[config.mk]
export PLATFORM = sky130hd
export DESIGN_NAME = mesh_wormhole_packetizer_flat
export DESIGN_NICKNAME = d
export VERILOG_FILES = /design/src/rtl/mesh_wormhole_packetizer_if.sv /design/src/rtl/mesh_wormhole_packetizer.sv /design/src/flat_wrapper.sv
export SDC_FILE = /design/constraint.sdc
export NUM_CORES = 1
export LEC_CHECK = 0
export BUFFER_PORTS_ARGS = -buffer_cell sky130_fd_sc_hd__buf_2
export CORE_MARGIN = 2
export CORE_UTILIZATION = 49
export DETAILED_ROUTE_END_ITERATION = 10
export PLACE_DENSITY = 0.88
export SLEW_MARGIN = 10
export SYNTH_ARGS = -nofsm -noshare
export SYNTH_HDL_FRONTEND = slang
export SYNTH_SLANG_ARGS = --single-unit
[constraint.sdc]
create_clock -name clk_i -period 2.6 [get_ports clk_i]
set_clock_uncertainty 0.05 [all_clocks]
set_input_delay 0.26 -clock clk_i [delete_from_list [all_inputs] [get_ports clk_i]]
set_output_delay 0.26 -clock clk_i [all_outputs]
set_load 0.01 [all_outputs]
[src/rtl/mesh_wormhole_packetizer_if.sv]
// mesh_wormhole_packetizer_if: descriptor, payload, flit and drop signals of the wormhole packetizer
interface mesh_wormhole_packetizer_if #(
    parameter int ROW_N     = 3,
    parameter int COL_M     = 3,
    parameter int CHANNEL_W = 8,
    parameter int FLIT_ID_W = 2,
    parameter int LEN_W     = 4
);
    localparam int FLIT_DATA_W = CHANNEL_W - FLIT_ID_W;
    localparam int ROW_ADDR_W  = $clog2(ROW_N);
    localparam int COL_ADDR_W  = $clog2(COL_M);
    logic                   msg_vld_i;
    logic                   msg_rdy_o;
    logic [ROW_ADDR_W-1:0]  msg_dst_row_i;
    logic [COL_ADDR_W-1:0]  msg_dst_col_i;
    logic [LEN_W-1:0]       msg_len_i;
    logic                   pld_vld_i;
    logic                   pld_rdy_o;
    logic [FLIT_DATA_W-1:0] pld_data_i;
    logic                   flit_vld_o;
    logic                   flit_rdy_i;
    logic [CHANNEL_W-1:0]   flit_data_o;
    logic                   drop_o;
    modport slave (
        input  msg_vld_i, msg_dst_row_i, msg_dst_col_i, msg_len_i, pld_vld_i, pld_data_i, flit_rdy_i,
        output msg_rdy_o, pld_rdy_o, flit_vld_o, flit_data_o, drop_o
    );
    modport master (
        output msg_vld_i, msg_dst_row_i, msg_dst_col_i, msg_len_i, pld_vld_i, pld_data_i, flit_rdy_i,
        input  msg_rdy_o, pld_rdy_o, flit_vld_o, flit_data_o, drop_o
    );
endinterface

[src/rtl/mesh_wormhole_packetizer.sv]
// mesh_wormhole_packetizer: turns a descriptor plus payload stream into HEAD/BODY/TAIL flits, dropping bad destinations
module mesh_wormhole_packetizer #(
    parameter int ROW_N     = 3,
    parameter int COL_M     = 3,
    parameter int CHANNEL_W = 8,
    parameter int FLIT_ID_W = 2,
    parameter int LEN_W     = 4
) (
    input logic                       clk_i,
    input logic                       rst_ni,
    mesh_wormhole_packetizer_if.slave b
);
    localparam int FLIT_DATA_W = CHANNEL_W - FLIT_ID_W;
    localparam logic [FLIT_ID_W-1:0] ID_HEAD = FLIT_ID_W'(0);
    localparam logic [FLIT_ID_W-1:0] ID_BODY = FLIT_ID_W'(1);
    localparam logic [FLIT_ID_W-1:0] ID_TAIL = FLIT_ID_W'(2);
    typedef enum logic [1:0] {IDLE, PAYLOAD, DROP} state_e;
    state_e               state_q, state_d;
    logic [LEN_W-1:0]     rem_q, rem_d;
    logic                 flit_vld_q, flit_vld_d;
    logic [CHANNEL_W-1:0] flit_data_q, flit_data_d;
    logic                 drop_q, drop_d;
    logic                 msg_rdy, pld_rdy, load_ok, dst_ok;
    assign load_ok = !flit_vld_q || b.flit_rdy_i;
    assign dst_ok  = int'(b.msg_dst_row_i) < ROW_N && int'(b.msg_dst_col_i) < COL_M;
    always_comb begin
        state_d     = state_q;
        rem_d       = rem_q;
        flit_vld_d  = flit_vld_q && !b.flit_rdy_i;
        flit_data_d = flit_data_q;
        drop_d      = 1'b0;
        msg_rdy     = 1'b0;
        pld_rdy     = 1'b0;
        case (state_q)
            IDLE: begin
                msg_rdy = load_ok;
                if (b.msg_vld_i && msg_rdy) begin
                    rem_d   = b.msg_len_i;
                    state_d = dst_ok ? PAYLOAD : DROP;
                    drop_d  = !dst_ok;
                    if (dst_ok) begin
                        flit_vld_d  = 1'b1;
                        flit_data_d = {ID_HEAD, FLIT_DATA_W'({b.msg_dst_row_i, b.msg_dst_col_i})};
                    end
                end
            end
            PAYLOAD: begin
                pld_rdy = load_ok;
                if (b.pld_vld_i && pld_rdy) begin
                    flit_vld_d  = 1'b1;
                    flit_data_d = {(rem_q != '0) ? ID_BODY : ID_TAIL, b.pld_data_i};
                    rem_d       = (rem_q != '0) ? rem_q - LEN_W'(1) : rem_q;
                    state_d     = (rem_q != '0) ? PAYLOAD : IDLE;
                end
            end
            DROP: begin
                pld_rdy = 1'b1;
                if (b.pld_vld_i) begin
                    rem_d   = (rem_q != '0) ? rem_q - LEN_W'(1) : rem_q;
                    state_d = (rem_q != '0) ? DROP : IDLE;
                end
            end
            default: state_d = IDLE;
        endcase
    end
    always_ff @(posedge clk_i) begin
        if (!rst_ni) begin
            state_q     <= IDLE;
            rem_q       <= '0;
            flit_vld_q  <= 1'b0;
            flit_data_q <= '0;
            drop_q      <= 1'b0;
        end else begin
            state_q     <= state_d;
            rem_q       <= rem_d;
            flit_vld_q  <= flit_vld_d;
            flit_data_q <= flit_data_d;
            drop_q      <= drop_d;
        end
    end
    assign b.msg_rdy_o   = rst_ni && msg_rdy;
    assign b.pld_rdy_o   = rst_ni && pld_rdy;
    assign b.flit_vld_o  = flit_vld_q;
    assign b.flit_data_o = flit_data_q;
    assign b.drop_o      = drop_q;
endmodule

[src/flat_wrapper.sv]
// flat-port wrapper written by rule: the top's interface ports become plain ports
module mesh_wormhole_packetizer_flat 
#(
    parameter int ROW_N     = 3,
    parameter int COL_M     = 3,
    parameter int CHANNEL_W = 8,
    parameter int FLIT_ID_W = 2,
    parameter int LEN_W     = 4
)
  (clk_i, rst_ni, b_msg_vld_i, b_msg_dst_row_i, b_msg_dst_col_i, b_msg_len_i, b_pld_vld_i, b_pld_data_i, b_flit_rdy_i, b_msg_rdy_o, b_pld_rdy_o, b_flit_vld_o, b_flit_data_o, b_drop_o);
  mesh_wormhole_packetizer_if #(.ROW_N(ROW_N), .COL_M(COL_M), .CHANNEL_W(CHANNEL_W), .FLIT_ID_W(FLIT_ID_W), .LEN_W(LEN_W)) b_i ();
  input logic clk_i;
  input logic rst_ni;
  input wire logic [$bits(b_i.msg_vld_i)-1:0] b_msg_vld_i;
  input wire logic [$bits(b_i.msg_dst_row_i)-1:0] b_msg_dst_row_i;
  input wire logic [$bits(b_i.msg_dst_col_i)-1:0] b_msg_dst_col_i;
  input wire logic [$bits(b_i.msg_len_i)-1:0] b_msg_len_i;
  input wire logic [$bits(b_i.pld_vld_i)-1:0] b_pld_vld_i;
  input wire logic [$bits(b_i.pld_data_i)-1:0] b_pld_data_i;
  input wire logic [$bits(b_i.flit_rdy_i)-1:0] b_flit_rdy_i;
  output wire logic [$bits(b_i.msg_rdy_o)-1:0] b_msg_rdy_o;
  output wire logic [$bits(b_i.pld_rdy_o)-1:0] b_pld_rdy_o;
  output wire logic [$bits(b_i.flit_vld_o)-1:0] b_flit_vld_o;
  output wire logic [$bits(b_i.flit_data_o)-1:0] b_flit_data_o;
  output wire logic [$bits(b_i.drop_o)-1:0] b_drop_o;
  assign b_i.msg_vld_i = b_msg_vld_i;
  assign b_i.msg_dst_row_i = b_msg_dst_row_i;
  assign b_i.msg_dst_col_i = b_msg_dst_col_i;
  assign b_i.msg_len_i = b_msg_len_i;
  assign b_i.pld_vld_i = b_pld_vld_i;
  assign b_i.pld_data_i = b_pld_data_i;
  assign b_i.flit_rdy_i = b_flit_rdy_i;
  assign b_msg_rdy_o = b_i.msg_rdy_o;
  assign b_pld_rdy_o = b_i.pld_rdy_o;
  assign b_flit_vld_o = b_i.flit_vld_o;
  assign b_flit_data_o = b_i.flit_data_o;
  assign b_drop_o = b_i.drop_o;
  mesh_wormhole_packetizer #(.ROW_N(ROW_N), .COL_M(COL_M), .CHANNEL_W(CHANNEL_W), .FLIT_ID_W(FLIT_ID_W), .LEN_W(LEN_W)) u_core (.clk_i(clk_i), .rst_ni(rst_ni), .b(b_i));
endmodule
# Word-level counts from Yosys, hierarchy flattened
# Cells that the tools add are included.
[totals]
elab_cells = 55
output_inout_bits = 12
register_bits = 16
[op_classes]
eq_ne = 6
magnitude_cmp = 2
muxes = 23
n_addsub = 1
n_reduce_logical = 18
[ops]
columns = ["operator", "n"]
rows = [
  ["8-bit 2-to-1 mux", 3],
  ["4-bit 2-to-1 mux", 4],
  ["8-bit case mux with 2 select lines", 1],
  ["2-bit 2-to-1 mux", 6],
  ["4-bit case mux with 3 select lines", 1],
  ["4-bit AND reduction", 2],
  ["1-bit logical AND", 6],
  ["2-bit by 1-bit inequality test with 1-bit output, second input constant", 3],
  ["2-bit case mux with 3 select lines", 1],
  ["3-bit AND reduction", 2],
  ["1-bit 2-to-1 mux", 5],
  ["2-bit less-than comparator, second input constant", 2],
  ["1-bit case mux with 2 select lines", 2],
  ["4-bit nonzero test", 1],
  ["4-bit by 1-bit subtractor with 4-bit output, second input constant", 1],
  ["1-bit logical NOT", 3],
  ["3-bit nonzero test", 1],
  ["2-bit by 1-bit == test with 1-bit output, second input constant", 1],
  ["2-bit == test, second input constant", 1],
  ["2-bit logical NOT", 1],
  ["2-bit inequality test, second input constant", 1],
  ["2-bit nonzero test", 1],
  ["1-bit logical OR", 1],
]

# Longest topological paths before layout
[depth]
ltp_word = 5
mapped_depth = 8

# Worst setup path after synthesis
# Ideal clock, no wire load.
[synth_timing]
path_kind = "flip-flop to flip-flop"
start = "register u_core.state_q[0]"
end = "register u_core.rem_q[1]"
n_path_buf = 0
arrival_ns = 1.694
path_stages_with_launch = 7
synth_period_minus_slack_ns = 1.865
slack_ns = 0.735
cell_sequence = "dfxtp_1 > inv_1 > ha_1 > and2b_1 > a21oi_1 > or3_4 > o311a_1"
[synth_between]
elab_chain_len = 3
word_cells_on_any_way = 9
classes_between = "5 x eq/ne; 1 x mux; 3 x reduce/logical"
[synth_lines]
columns = ["item", "line", "source"]
rows = [
  ["from (decl)", "mesh_wormhole_packetizer.sv:18", "state_e state_q, state_d;"],
  ["from (signal assigned)", "mesh_wormhole_packetizer.sv:74", "state_q <= state_d;"],
  ["2-bit == test (tied with other cells)", "mesh_wormhole_packetizer.sv:34", "case (state_q)"],
  ["2-bit inequality test (no line) (tied with other cells)", "--", ""],
  ["4-bit AND reduction (no line)", "--", ""],
  ["to (signal assigned)", "mesh_wormhole_packetizer.sv:75", "rem_q <= rem_d;"],
  ["to (decl)", "mesh_wormhole_packetizer.sv:19", "logic [LEN_W-1:0] rem_q, rem_d;"],
]
# Several ways; a longest one is shown, not always the timed one.
# A chain may end at the register's enable or synchronous reset.

# Worst setup path after layout
# Same ends and word-level chain as after synthesis.

==> summary.txt <==
Route
  • Vias per cell: 5.61
  • Post-DRT Antenna Nets: 0
  • DRC viols: 0
  • Via count: 909
  • WL/cell: roughly 14 um
  • Iteration-0 DRC Markers: 17
  • Final wirelength: 2220 um
  • Router iterations before antenna repair: 4

CTS
  • Clock transition at path regs: ~100 ps
  • TritonCTS Sinks: 16
  • H-tree depth: 1
  • Hold-fix buffers at CTS: 0
  • Clock Path Buffers: 2
  • CTS tree: done
  • Number of CTS-inserted buffers: 3
  • Post-CTS Setup Bufs: 0
  • Clock root buffer: clkbuf_4
  • Resized Gates After CTS: 0
  • Clk_lat worst skew: 290 ps

Floorplan
  • Die width: 48.9 um
  • DIE HEIGHT: just under 50 um
  • Core area: 1940 um^2
  • Ports: 31
  • Core Rows: 16
  • Initial Util: 0.510
  • Die area: 2400 um^2

Logic synthesis
  • EDFF count, synth: 0
  • Post-synthesis cell count: around 110
  • Main synth FF type: dfxtp_1
  • Netlist cell types: 42
  • Seq cells post-synth: 16
  • Synthesized area: around 990 um^2
  • Register area share after synthesis: 0.324
  • Mapped Nets: 131
  • Ys Warns: 0
  • Top-area cell type share of the netlist area: 0.324
  • Avg Cell Area, Syn: 9.25 um^2
  • Async SR Flop Fraction: 0
  • Biggest area consumer among synthesized cells: dfxtp_1
  • Top area cells in the synthesized netlist: dfxtp_1, mux2_2, ha_1

Setup path
  • CP Launch Point: u_core.state_q[0]
  • Crit-path slowest cell: or3_4
  • Critical path arrival: 2240 ps
  • Critical path cell sequence: inv_1 > ha_1 > or2b_1 > nand3_4 > or3_4 > o311a_1
  • Reg2reg start: u_core.state_q[0]
  • Crit start category: register
  • Max stage delay on crit path: slightly above 400 ps
  • Crit path required time: approximately 2700 ps
  • Crit. End Element: register
  • Crit path kind: register to register
  • Crit path max fanout: 13

STA
  • Number of hold violations in the final report: 0
  • Fmax: 0.475 GHz
  • Min Tclk post-route: 2110 ps
  • Final WS setup: 494 ps
  • Setup TNS: 0 ps
  • Unrepaired setup endpoints after global routing: no
  • Measured slew at the worst slew-check pin: 480 ps
  • Final worst-path cycle share: 0.810
  • Max_slew headroom: 0.672
  • Setup violations, final: 0
  • Fin. max-slew vios: 0

Layout
  • Non-filler cells in the finished layout: 162
  • Fillers: 178
  • Final Cell Area: 1170 um^2
  • Share of cells above drive strength 1: 0.348
  • Layout area overhead: 18.0%
  • Diodes inserted: 0
  • # nets final: 160

Min path
  • Hold Crit Class: input port to register
  • Hold_sp: b_pld_data_i[5]

Placed design
  • Pre-CTS WS: 526 ps
  • DP Cell Count: around 160
  • Hpwl dp: 1710 um
  • Dpl cell area: 1130 um^2
  • Port Buffers: 30
  • GPL Wtd Cong: about 0.85

Global routing
  • Overall global routing resource usage: 0.207
  • First-pass GRT wire length: 3880 um
  • Vias in the first global route: 887
  • GRT overflow: 0
  • Initial antenna violation count: 0
  • Largest net degree at the start of global routing: 23

Power and ir drop
  • Power, Total: about 1.4 mW
  • Leak Pwr: 0.537 nW
  • Max rail drop VDD: 0.641 mV
  • Power per cell area: 1170 nW/um^2

Flow run
  • Max Cap Viol: 0

Status
  • Status: completed
## metrics by stage
| step | util | hold WS [ps] |
|---|---|---|
| floorplan | - | 336 |
| global placement | 0.582 | 395 |
| detailed placement | 0.582 | 408 |
| CTS | 0.601 | 127 |
| global route | 0.601 | 121 |
| finish | 0.601 | 122 |
## state kept, by name (all words and copies together) (netlist names)
| name | cells |
|---|---|
| u_core.state_q | 2 |
| u_core.b.drop_o | 1 |
| u_core.rem_q | 4 |
| u_core.b.flit_vld_o | 1 |
| u_core.b.flit_data_o | 8 |
## power by group
part	total [mW]	internal, mW	switching, mW
registers	0.373	0.323	0.0497
logic	0.825	0.360	0.465
clock network	0.169	0.0853	0.0834
total	1.37	0.769	0.598
## final timing paths
kind / endpoint / slack (ps) / cells past startpoint
worst max-delay path: u_core.rem_q[1] / 490 / 6
worst min-delay path: u_core.b.flit_data_o[5] / 120 / 2
worst max register to register: u_core.rem_q[1] / 490 / 6
worst min register to register: u_core.b.flit_data_o[3] / 420 / 2
## cells in the final DEF, fill, tap and decap left out, drive strengths merged, types with 4 or more instances in the layout
cell type | synthesis | routed
dfxtp | 16 | 16
buf | 6 | 30
ha | 5 | 5
inv | 6 | 6
nand2 | 14 | 14
mux2i | 4 | 4
mux2 | 6 | 6
clkbuf | 0 | 4
a21oi | 4 | 4
## cells by family after synthesis
family                   after synthesis  synth area share
multiplexers                          10             0.109
adder cells (fa/ha/maj)                5            0.0632
flip-flops                            16             0.324
AO/OA/AOI/OAI                         30             0.240
AND/OR/NAND/NOR                       34             0.199
buffers and inverters                 12            0.0657
## synthesized netlist by cell type (3+ instances only)
cell type,n
dfxtp_1,16
nand2_1,14
inv_1,6
mux2_2,6
ha_1,5
a21oi_1,4
buf_2,4
mux2i_1,4
a32o_1,3
nor3_1,3
o31ai_1,3
## routing by layer
| layer | GRT usage | wire length (um) |
|---|---|---|
| met5 | 0 | 0 |
| met3 | 0.0521 | 147 |
| met2 | 0.368 | 1060 |
| met1 | 0.245 | 996 |
| met4 | 0.0571 | 19 |
## layout make-up
type	count	area [um^2]	share of cell area
multi-input cells	79	604	0.518
flip-flops and latches	16	320	0.274
repair buffers	30	150	0.129
clock buffers	4	36.3	0.0311
well taps	27	33.8	0.0289
inverters	6	22.5	0.0193
## critical path, delay by kind of cell, from the launching register on
family | cells | cell delay, ps
adder cells (fa/ha/maj) | 1 | 340
flip-flops | 1 | 400
AO/OA/AOI/OAI | 1 | 350
AND/OR/NAND/NOR | 3 | 780
buffers and inverters | 1 | 80
Power figures use the tool's default switching activity.
